[src/rtl/muldiv_unit.sv]
// Iterative multiply/divide unit holding HI/LO.
// Radix-2: shift-add multiply, restoring divide; 33-cycle fixed latency.
module muldiv_unit (
    input  logic        clk,
    input  logic        rst_n,
    input  logic        start,
    input  logic [4:0]  ALUControl,
    input  logic [31:0] A,
    input  logic [31:0] B,
    output logic        busy,
    output logic        done,
    output logic        div0,
    output logic [31:0] HI,
    output logic [31:0] LO,
    output logic [31:0] result,
    output logic        stall
);

    typedef enum logic [1:0] {IDLE, CALC, FIX} state_t;

    state_t      state_q, state_d;
    logic [4:0]  cnt_q, cnt_d;
    logic        is_div_q, is_div_d;
    logic        is_sgn_q, is_sgn_d;
    logic [31:0] a_q, a_d;
    logic [31:0] b_q, b_d;
    logic [31:0] opnd_q, opnd_d;
    logic [63:0] prod_q, prod_d;
    logic [31:0] hi_q, hi_d;
    logic [31:0] lo_q, lo_d;
    logic        done_q, done_d;
    logic        div0_q, div0_d;

    logic        op_ok;
    logic        sgn_in;
    logic [31:0] mag_a, mag_b;
    logic [32:0] mul_sum;
    logic [63:0] mul_nxt;
    logic [32:0] div_sh, div_tr;
    logic [63:0] div_nxt;
    logic [63:0] prod_neg;
    logic [31:0] quo_neg, rem_neg;
    logic        neg_q, neg_r;

    assign op_ok  = (ALUControl[4:2] == 3'b001);
    assign sgn_in = ~ALUControl[0];
    assign mag_a  = (sgn_in && A[31]) ? (32'd0 - A) : A;
    assign mag_b  = (sgn_in && B[31]) ? (32'd0 - B) : B;

    // opnd_q is the multiplicand (multiply) or divisor (divide)
    assign mul_sum = {1'b0, prod_q[63:32]}
                   + (prod_q[0] ? {1'b0, opnd_q} : 33'd0);
    assign mul_nxt = {mul_sum, prod_q[31:1]};

    assign div_sh  = prod_q[63:31];
    assign div_tr  = div_sh - {1'b0, opnd_q};
    assign div_nxt = div_tr[32] ? {div_sh[31:0], prod_q[30:0], 1'b0}
                                : {div_tr[31:0], prod_q[30:0], 1'b1};

    assign prod_neg = 64'd0 - prod_q;
    assign quo_neg  = 32'd0 - prod_q[31:0];
    assign rem_neg  = 32'd0 - prod_q[63:32];
    assign neg_q    = is_sgn_q & (a_q[31] ^ b_q[31]);
    assign neg_r    = is_sgn_q & a_q[31];

    always_comb begin
        state_d  = state_q;
        cnt_d    = cnt_q;
        is_div_d = is_div_q;
        is_sgn_d = is_sgn_q;
        a_d      = a_q;
        b_d      = b_q;
        opnd_d   = opnd_q;
        prod_d   = prod_q;
        hi_d     = hi_q;
        lo_d     = lo_q;
        done_d   = 1'b0;
        div0_d   = 1'b0;
        unique case (state_q)
            IDLE: begin
                if (start && op_ok) begin
                    state_d  = CALC;
                    cnt_d    = 5'd0;
                    is_div_d = ALUControl[1];
                    is_sgn_d = sgn_in;
                    a_d      = A;
                    b_d      = B;
                    opnd_d   = ALUControl[1] ? mag_b : mag_a;
                    prod_d   = {32'd0, ALUControl[1] ? mag_a : mag_b};
                end
            end
            CALC: begin
                prod_d = is_div_q ? div_nxt : mul_nxt;
                cnt_d  = cnt_q + 5'd1;
                if (cnt_q == 5'd31) state_d = FIX;
            end
            FIX: begin
                state_d = IDLE;
                cnt_d   = 5'd0;
                done_d  = 1'b1;
                if (!is_div_q) begin
                    {hi_d, lo_d} = neg_q ? prod_neg : prod_q;
                end else if (b_q == 32'd0) begin
                    hi_d   = a_q;
                    lo_d   = 32'hFFFF_FFFF;
                    div0_d = 1'b1;
                end else begin
                    hi_d = neg_r ? rem_neg : prod_q[63:32];
                    lo_d = neg_q ? quo_neg : prod_q[31:0];
                end
            end
            default: state_d = IDLE;
        endcase
    end

    always_ff @(posedge clk or negedge rst_n) begin
        if (!rst_n) begin
            state_q  <= IDLE;
            cnt_q    <= 5'd0;
            is_div_q <= 1'b0;
            is_sgn_q <= 1'b0;
            a_q      <= 32'd0;
            b_q      <= 32'd0;
            opnd_q   <= 32'd0;
            prod_q   <= 64'd0;
            hi_q     <= 32'd0;
            lo_q     <= 32'd0;
            done_q   <= 1'b0;
            div0_q   <= 1'b0;
        end else begin
            state_q  <= state_d;
            cnt_q    <= cnt_d;
            is_div_q <= is_div_d;
            is_sgn_q <= is_sgn_d;
            a_q      <= a_d;
            b_q      <= b_d;
            opnd_q   <= opnd_d;
            prod_q   <= prod_d;
            hi_q     <= hi_d;
            lo_q     <= lo_d;
            done_q   <= done_d;
            div0_q   <= div0_d;
        end
    end

    always_comb begin
        result = 32'd0;
        if (ALUControl == 5'b10010) result = hi_q;
        else if (ALUControl == 5'b10011) result = lo_q;
    end

    assign busy  = (state_q != IDLE);
    assign done  = done_q;
    assign div0  = div0_q;
    assign HI    = hi_q;
    assign LO    = lo_q;
    assign stall = busy & (op_ok | (ALUControl == 5'b10010)
                                 | (ALUControl == 5'b10011));

endmodule

[config.mk]
export PLATFORM = sky130hd
export DESIGN_NAME = muldiv_unit
export DESIGN_NICKNAME = d
export VERILOG_FILES = /design/src/rtl/muldiv_unit.sv
export SDC_FILE = /design/constraint.sdc
export NUM_CORES = 1
export LEC_CHECK = 0
export CAP_MARGIN = 25
export CORE_ASPECT_RATIO = 0.6
export CORE_MARGIN = 5
export CORE_UTILIZATION = 50
export DETAILED_ROUTE_END_ITERATION = 8
export PLACE_DENSITY_LB_ADDON = 0.08
export SETUP_SLACK_MARGIN = 0.5
export SYNTH_ARGS = -nofsm -noshare
export SYNTH_HDL_FRONTEND = slang
export SYNTH_SLANG_ARGS = --single-unit
[constraint.sdc]
create_clock -name clk -period 4.3 [get_ports clk]
set_input_delay 1.29 -clock clk [delete_from_list [all_inputs] [get_ports clk]]
set_output_delay 1.29 -clock clk [all_outputs]
set_load 0.005 [all_outputs]
==> results.txt <==
FFs w/ async S/R, synth: 100%
Area grow syn2layout: 22.6%
CTS buffer count: 25
Total Negative Setup Slacks: 0 ns
Worst setup SP type: primary input
Detailed Place HPWL: 56,600 µm
Setup CP Type: in -> out
Vias in the first global route: 17,100
Number of standard cells after synthesis: 2,356
Post-synth cell types: 77
Sinks on Clock Net: 235
# DRC: 0
P per Cell Area: 708 nW/µm²
Part of the cycle the worst path needs: 89.8%
Met1 Use GR: 54.5%
Via Count: 18,700
Main area contributors after synthesis: dfrtp_1 32%, nand2_1 7.7%, mux2i_1 6.0%
Root buffer cell: clkbuf_16
Hold buffer count at CTS: 0
Netlist area before placement: 18,300 µm²
Static leakage: 9.99 nW
Peak supply drop: 0.499 mV
Average cell area after synthesis: 7.75 µm²
Combined flip-flop and latch cell area: 5880 µm²
YS warnings: 0
Clock latency at the later pin of the worst-skew pair: 0.55 ns
Final hold vios: 0
Multi-input gate area: 11,900 µm²
Global routing usage on met3: 13.4%
Worst Path Required: 3.01 ns
Fmax: 259 MHz
Clk pwr share: 13.9%
Number of rows created at floorplan: 54
Switching pwr: 7.69 mW
Max stage delay on crit path: 0.55 ns
Worst path cell trace: buf_6 -> or4b_4 -> buf_12 -> buf_16 -> buf_4 -> nor2_4 -> buf_2
CORE AREA: 36,200 µm²
Maximum clock skew at final layout: 0.0152 ns
Fraction of final layout cells with drive strength greater than 1: 12.2%
Global routing usage on met2: 45.2%
Clock-pin slew on the worst setup and hold paths: 0.06 ns
RePlAce Congestion: 0.997
Post-Synthesis Net Count: 2,500
Number of buffer cells added on primary ports: 171
Via/cell ratio: 6.17
Cell with the most instances after synthesis: nand2_1
Synthesis-stage register bit count: 235
Highest net fanout along the worst path: 7
Most Crowded Layer GR: met1
Slowest CP cell: or4b_4
Total grt overflow: 0
Endpoints failing setup: 0
Effective utilization at floorplan: 50.4%
Deepest clock path buffer count: 3
P_int: 8.17 mW
Global router's overall resource usage: 34.7%
Max-slew headroom: 26.3%
H-tree depth reported by CTS: 1
Final antenna-violating net count: 0
Max Transition Viols Final: 0
Worst path setup slack after routing: 0.440 ns
Clock tree from TritonCTS: yes
Router iterations before antenna repair: 6
Portion of total power attributed to sequential cells: 24.0%
Setup repair after global routing missed its margin: true
Count of filler cells inserted in the layout: 3,281
Worst hold-check path type: reg -> reg
Final wirelength: 72,600 µm
Combinational Power Share: 62.0%
Post-DP Area: 21,300 µm²
Crit. End Element: output pin
Boundary pin count: 172
Most common flop cell mapped by yosys: dfrtp_1
Area share of the leading cell type in the synthesized netlist: 32.2%
Most instantiated cells after synthesis: 374 x nand2_1, 240 x nor2_1, 235 x dfrtp_1
Largest net degree at the start of global routing: 100
Total power: 15.9 mW
Utilization of the core after routing: 61.8%
Ant. Diodes: 0
Number of antenna violations at the first check in global routing: 2
Run status: complete, no violations
Nets@finish: 2,689
Avg WL per Cell: 23.9 µm
Worst Tran Pin Value: 1.10 ns
Sequential element share of the synthesized area: 32.2%
Iteration-0 DRC Markers: 2,393
Number of violations of the max-capacitance limit: 0
Number of synthesized flops with an enable pin: 0
Global-route wire length before repair: 109,000 µm
Die Area: 40,600 µm²
Worst slack after detailed placement: -0.183 ns
Die Height: 158 µm
Die X: 257 µm
Fin area: 22,400 µm²
Post-synthesis cell type with the largest combined area: dfrtp_1
Arrival time of the worst setup path: 2.57 ns
Min Clock Period, post-route: 3.86 ns
Switching Fraction: 48.5%
[state kept, by name (all words and copies together), names as in the netlist]
signal / count
done: 1
prod_q: 64
is_sgn_q: 1
opnd_q: 32
div0: 1
HI: 32
is_div_q: 1
state_q: 2
LO: 32
a_q: 32
b_q: 32
cnt_q: 5
[layer usage]
| metal | up-vias | routed length, µm |
|---|---|---|
| li1 | 8622 | - |
| met1 | 8949 | 33500 |
| met2 | 1067 | 27100 |
| met3 | 94 | 11000 |
| met4 | 4 | 999 |
| met5 | - | 20 |
[kinds of logic (layout without fill, tap and decap cells)]
logic type | after synthesis | in the layout | synth area share, %
AND/OR/NAND/NOR | 831 | 831 | 20.2
buffers and inverters | 236 | 439 | 4.96
AO/OA/AOI/OAI | 673 | 673 | 22.1
adder cells (fa/ha/maj) | 72 | 72 | 5.02
multiplexers | 110 | 110 | 6.04
XOR/XNOR | 199 | 199 | 9.55
flip-flops | 235 | 235 | 32.2
[worst max-delay path, delay by kind of cell]
family,cells,cell delay [ns]
buffers and inverters,5,0.63
and+or+nand+nor,2,0.62
[cell usage in the layout, fill, tap and decap left out, drive strengths merged, types with 45 or more instances in the layout]
master and instances:
a21oi 199, mux2i 109, a31oi 48, o21ai 219, xnor2 96, xor2 103
a211oi 45, dfrtp 235, clkdlybuf4s50 132, nor2 240, buf 191, ha 70
nand2 375, inv 72
[per-stage QoR]
step                instances  hold WS [ns]
finish                   3035         0.474
global route             3035         0.493
CTS                      3029         0.480
detailed placement       2968         0.463
global placement         2968         0.461
floorplan                2356         0.445
[cell type report]
class / instances / area share, %
clock buffer: 31 / 3.03
multi-input combinational: 1885 / 52.9
clock inverter: 10 / 0.497
timing repair buffer: 325 / 13.3
tap: 476 / 2.66
sequential: 235 / 26.3
inverter: 73 / 1.25
[power groups by stage]
stage / combinational (mW) / sequential (mW) / clock (mW)
after CTS: 9.40 / 3.75 / 2.22
after floorplan: 6.31 / 3.42 / 0
after detailed placement: 9.31 / 3.79 / 0
after global placement: 9.18 / 3.76 / 0
final: 9.83 / 3.81 / 2.21
after global routing: 10.6 / 3.87 / 2.32
[final timing paths]
| check | start | cells after the start | slack (ns) | to |
|---|---|---|---|---|
| max in group asynchronous | rst_n | 2 | 2.47 | b_q[29]$_DFFE_PN0P_ |
| min | opnd_q[12]$_DFFE_PN0P_ | 1 | 0.47 | opnd_q[12]$_DFFE_PN0P_ |
| max reg2reg | opnd_q[0]$_DFFE_PN0P_ | 17 | 0.51 | prod_q[41]$_DFFE_PN0P_ |
| max | ALUControl[3] | 7 | 0.44 | result[30] |
| min in group asynchronous | rst_n | 1 | 0.74 | prod_q[63]$_DFFE_PN0P_ |
| min reg2reg | opnd_q[12]$_DFFE_PN0P_ | 1 | 0.47 | opnd_q[12]$_DFFE_PN0P_ |
[repair_timing]
item	CTS	global route
cloned	1	0
pin swaps	2	4
hold endpoints to repair	0	0
setup buffers	19	6
endpoints found under the setup margin	63	74
gates resized for setup	169	33
Note: power is estimated with default switching activity, not from simulation.
